## src/rtl/hazard_detection_unit.sv

```systemverilog
// Decode-stage hazard controller: one-bubble load-use stall, taken-branch flush
// of IF/ID, ID/EX and EX/MEM, and saturating stall/flush event counters.
module hazard_detection_unit #(
   parameter int unsigned CNT_W = 16
) (
   input  logic             clk,
   input  logic             reset,
   input  logic [6:0]       if_id_opcode,
   input  logic [4:0]       if_id_rs1,
   input  logic [4:0]       if_id_rs2,
   input  logic [4:0]       id_ex_rd,
   input  logic             id_ex_memread,
   input  logic             branch_taken,
   output logic             stall,
   output logic             pc_write,
   output logic             if_id_write,
   output logic             if_id_flush,
   output logic             id_ex_flush,
   output logic             ex_mem_flush,
   output logic [CNT_W-1:0] stall_count,
   output logic [CNT_W-1:0] flush_count
);

   localparam logic [6:0] OP_RTYPE  = 7'b0110011;
   localparam logic [6:0] OP_LOAD   = 7'b0000011;
   localparam logic [6:0] OP_IMM    = 7'b0010011;
   localparam logic [6:0] OP_STORE  = 7'b0100011;
   localparam logic [6:0] OP_BRANCH = 7'b1100011;

   typedef enum logic {
      RUN,
      LSTALL
   } state_e;

   state_e           state_q, state_d;
   logic [CNT_W-1:0] stall_cnt_q, stall_cnt_d;
   logic [CNT_W-1:0] flush_cnt_q, flush_cnt_d;

   logic use_rs1, use_rs2;
   logic hz;
   logic enter_stall;
   logic flush_evt;

   always_comb begin
      use_rs1 = 1'b0;
      use_rs2 = 1'b0;
      unique case (if_id_opcode)
         OP_RTYPE, OP_STORE, OP_BRANCH: begin
            use_rs1 = 1'b1;
            use_rs2 = 1'b1;
         end
         OP_LOAD, OP_IMM: use_rs1 = 1'b1;
         default: ;
      endcase
   end

   assign hz = id_ex_memread && (id_ex_rd != 5'd0) &&
               ((use_rs1 && (if_id_rs1 == id_ex_rd)) ||
                (use_rs2 && (if_id_rs2 == id_ex_rd)));

   // Reset forces idle outputs combinationally, so the counters and state
   // see no events during a reset cycle either.
   always_comb begin
      state_d      = RUN;
      stall        = 1'b0;
      pc_write     = 1'b1;
      if_id_write  = 1'b1;
      if_id_flush  = 1'b0;
      id_ex_flush  = 1'b0;
      ex_mem_flush = 1'b0;
      enter_stall  = 1'b0;
      flush_evt    = 1'b0;
      if (!reset) begin
         unique case (state_q)
            RUN: begin
               if (branch_taken) begin
                  flush_evt = 1'b1;
               end else if (hz) begin
                  stall       = 1'b1;
                  pc_write    = 1'b0;
                  if_id_write = 1'b0;
                  enter_stall = 1'b1;
                  state_d     = LSTALL;
               end
            end
            LSTALL: begin
               if (branch_taken) flush_evt = 1'b1;
            end
            default: ;
         endcase
         if_id_flush  = flush_evt;
         id_ex_flush  = flush_evt;
         ex_mem_flush = flush_evt;
      end
   end

   always_comb begin
      stall_cnt_d = stall_cnt_q;
      flush_cnt_d = flush_cnt_q;
      if (enter_stall && (stall_cnt_q != '1)) stall_cnt_d = stall_cnt_q + CNT_W'(1);
      if (flush_evt && (flush_cnt_q != '1)) flush_cnt_d = flush_cnt_q + CNT_W'(1);
   end

   always_ff @(posedge clk) begin
      if (reset) begin
         state_q     <= RUN;
         stall_cnt_q <= '0;
         flush_cnt_q <= '0;
      end else begin
         state_q     <= state_d;
         stall_cnt_q <= stall_cnt_d;
         flush_cnt_q <= flush_cnt_d;
      end
   end

   assign stall_count = stall_cnt_q;
   assign flush_count = flush_cnt_q;

endmodule

```

## config.mk

```make
export PLATFORM = sky130hd
export DESIGN_NAME = hazard_detection_unit
export DESIGN_NICKNAME = d
export VERILOG_FILES = /design/src/rtl/hazard_detection_unit.sv
export SDC_FILE = /design/constraint.sdc
export NUM_CORES = 1
export LEC_CHECK = 0
export ABC_AREA = 1
export BUFFER_PORTS_ARGS = -buffer_cell sky130_fd_sc_hd__buf_2
export CAP_MARGIN = 15
export CORE_AREA = 3 3 100 102
export CTS_CLUSTER_DIAMETER = 120
export DETAILED_ROUTE_END_ITERATION = 7
export DIE_AREA = 0 0 103 105
export GPL_TIMING_DRIVEN = 0
export SYNTH_ARGS = -nofsm -noshare
export SYNTH_HDL_FRONTEND = slang
export SYNTH_SLANG_ARGS = --single-unit
```

## constraint.sdc

```tcl
create_clock -name clk -period 2.2 [get_ports clk]
set_input_delay 0.44 -clock clk [delete_from_list [all_inputs] [get_ports clk]]
set_output_delay 0.44 -clock clk [all_outputs]
set_load 0.02 [all_outputs]
```

==> flow_metrics.py <==
metrics = {
    "run_status": {
        "status": "completed",
    },
    "finish": {
        "stdcell_count": 537,
        "drive_gt1_share_pct": 27.7,
        "layout_common_cells": "nand2_1 (86), buf_2 (65), inv_1 (60)",
        "seq_area_sq_um": 661,
        "antenna_cells": 0,
        "multi_input_area_sq_um": 1270,
        "fin_util_pct": 30.8,
        "area_growth_pct": 24.8,
        "fillers": 1021,
        "final_common_cell": "nand2_1",
        "nets": 453,
    },
    "power_and_ir_drop": {
        "powerDensity_nw_per_um2": 445,
        "p_int_mw": 0.937,
        "power_frac_seq_pct": 48.0,
        "p_sw_mw": 0.322,
        "ir_drop_uv": 198,
        "switching_share_pct": 25.6,
        "p_total_mw": 1.26,
        "p_clk_share_pct": 41.3,
        "comb_power_share_pct": 10.7,
        "p_leak_nw": 1.44,
    },
    "place": {
        "gp_congestion": 0.812,
        "dpl.cell_count": 528,
        "port_buffers": 63,
        "dp_hpwl_um": 4580,
    },
    "routing": {
        "wl_per_cell_um": 10.7,
        "routed-via-count": 2333,
        "drc": 0,
        "final_antenna_net_count": 0,
        "drtIter0Drc": 108,
        "vias_per_cell": 4.34,
        "postRouteWirelength_um": 5760,
        "first_pass_iters": 5,
    },
    "critical_path": {
        "path_delay_family": "simple AND/OR/NAND/NOR gates",
        "path_class": "in2out",
        "startpoint_type": "input port",
        "cp_common_cell": "nand2_1",
        "cp.required_ns": 1.76,
        "cp.arrival_ns": 1.50,
        "worstSetupEndpointType": "output pin",
        "reg2reg_from": "flush_count[0]$_SDFFE_PP0P_",
        "ff2ff_path_depth": 9,
        "path_cells": "buf_2, inv_2, nand2_1, nand2_1, nor2_1, nand3_1, nand2_2, nand2_1, buf_4, buf_2",
        "worst-path-buf-inv": 4,
        "r2r_slack_ns": 0.44,
        "worstReg2RegEnd": "flush_count[7]$_SDFFE_PP0P_",
        "cp-endpoint": "pc_write",
        "cp_slowest_cell": "nand2_1",
        "slowest_delay_ns": 0.16,
        "cp.depth": 10,
        "crit_start": "id_ex_rd[0]",
        "cp_max_fo": 5,
    },
    "grt": {
        "antenna_found_initial": 0,
        "globalRouteTotalUtil_pct": 11.0,
        "grt_max_degree": 11,
        "grt_pass1_wl_um": 9830,
        "grt_overflow_total": 0,
        "grt_pass1_vias": 2147,
    },
    "floorplanning": {
        "pin_count": 64,
        "coreArea_sq_um": 9200,
        "die_h_um": 105,
        "die_area_sq_um": 10800,
        "fp-row-count": 35,
        "die-width_um": 103,
        "initial_utilization_pct": 24.6,
    },
    "clock_network": {
        "cts_tree": "yes",
        "cts_resized": 0,
        "htree_levels": 2,
        "root_buffer": "clkbuf_8",
        "numClockSinks": 33,
        "clk_latency_ns": 0.28,
        "cts_made_buffers": 5,
        "clkSlewWorstSetupHoldPaths_ns": 0.07,
        "clockBufferDepth": 2,
    },
    "synthesis": {
        "avgSynthCellArea_sq_um": 6.40,
        "ys_seq_area_share_pct": 29.2,
        "synth_seq_cells": 33,
        "synth.distinct_cells": 32,
        "yosysWarnings": 0,
        "synth_cells": 354,
        "syn-cell-area_sq_um": 2270,
        "syn-num-nets": 382,
    },
    "min_path": {
        "min_path_type": "in2reg",
        "hold_start": "reset",
    },
    "timing": {
        "maxSlewHeadroom_pct": 80.6,
        "tightestPinTransition_ns": 0.289,
        "worst_hold_slack_ns": 0.464,
        "rsz0062_at_grt": "false",
        "max_freq_ghz": 0.515,
        "finalMaxSlewViolations": 0,
        "setup_viol": 0,
        "fin_tns_setup_ns": 0,
        "clock_skew_ns": 0.00419,
        "hold_viol_final": 0,
        "min_period_ns": 1.94,
        "finalCritPeriodShare_pct": 88.2,
    },
    "run": {
        "drv_cap": 0,
    },
}
power by group through the flow:
stage               logic, mW  registers, mW  clock network (mW)
global route            0.153          0.605               0.566
CTS                     0.137          0.604               0.544
global placement        0.135          0.618                   0
detailed placement      0.136          0.618                   0
floorplan              0.0798          0.621                   0
finish                  0.135          0.604               0.519
sequential cells by signal (all words and copies together), names as in the netlist:
signal and cells:
flush_count 16, stall_count 16, state_q 1
how the worst min path moves through the flow:
stage / depth (start not counted) / slack (ns) / to
6_report: 4 / 0.46 / stall_count[1]$_SDFFE_PP0P_
5_1_grt: 4 / 0.47 / stall_count[1]$_SDFFE_PP0P_
4_1_cts: 4 / 0.46 / stall_count[1]$_SDFFE_PP0P_
3_5_place_dp: 2 / 0.49 / stall_count[1]$_SDFFE_PP0P_
3_3_place_gp: 2 / 0.47 / stall_count[1]$_SDFFE_PP0P_
2_1_floorplan: 1 / 0.54 / stall_count[0]$_SDFFE_PP0P_
Yosys cell counts:
cell | count | area, sq um
nor4_1 | 2 | 12.5
buf_2 | 2 | 10.0
nor3_2 | 1 | 10.0
buf_6 | 1 | 11.3
o21ai_1 | 14 | 70.1
nor3_4 | 2 | 32.5
a21oi_1 | 9 | 45.0
nand3_2 | 2 | 20.0
buf_8 | 1 | 15.0
nand3_1 | 15 | 75.1
buf_4 | 5 | 37.5
nand2_1 | 86 | 323
o21ai_0 | 6 | 30.0
nor2_8 | 1 | 20.0
xor2_1 | 2 | 17.5
nor2_1 | 52 | 195
xnor2_1 | 3 | 26.3
nor2_2 | 3 | 18.8
inv_1 | 60 | 225
o21ai_2 | 1 | 8.76
nand4_1 | 7 | 43.8
nand2_2 | 3 | 18.8
ha_1 | 2 | 25.0
nor2_4 | 1 | 11.3
nor3_1 | 14 | 70.1
nand3b_1 | 1 | 7.51
nand4_2 | 12 | 150
dfxtp_1 | 33 | 661
inv_2 | 8 | 30.0
nor3b_2 | 2 | 25.0
clkbuf_2 | 1 | 5.00
o21bai_1 | 2 | 15.0
cell families (layout without fill, tap and decap cells):
logic type	Yosys count	count (layout)	share of synthesized area [%]
AOI/OAI and AO/OA	32	32	7.45
xor gates and xnor gates	5	5	1.93
adders and majority gates	2	2	1.10
buffers and inverters	78	150	14.7
DFF	33	33	29.2
and+or+nand+nor	204	204	45.6
what timing repair did:
item | CTS | global route
hold buffers | 0 | 0
endpoints found under the setup margin | 0 | 2
buffers inserted | 0 | 1
through the flow:
stage	worst slack (ns)	area [sq um]
after CTS	0.0967	2820
after floorplan	0.426	2270
after global routing	0.108	2830
final	0.260	2830
after detailed placement	0.105	2720
after global placement	0.118	2720
metal layers:
layer	wire length, um	vias to the layer above	global-route usage [%]
met2	2670	61	18.1
met4	76	0	3.33
li1	-	1254	-
met1	2650	1012	14.3
met3	363	6	2.27
met5	0	-	0
worst register-to-register path, delay by kind of cell, from the launching register on:
family / cells / cell delay [ns]
buffers and inverters: 1 / 0.18
DFF: 1 / 0.44
and+or+nand+nor: 5 / 0.64
AOI/OAI and AO/OA: 2 / 0.17
adders and majority gates: 1 / 0.23
cell type report:
| class | instances | share of cell area, % |
|---|---|---|
| sequential | 33 | 23.4 |
| tap | 111 | 4.91 |
| multi-input combinational | 243 | 44.9 |
| timing repair buffer | 64 | 11.4 |
| inverter | 68 | 9.02 |
| clock buffer | 7 | 3.41 |
| buffer | 10 | 2.79 |
| clock inverter | 1 | 0.177 |
(Power assumes the default switching activity.)
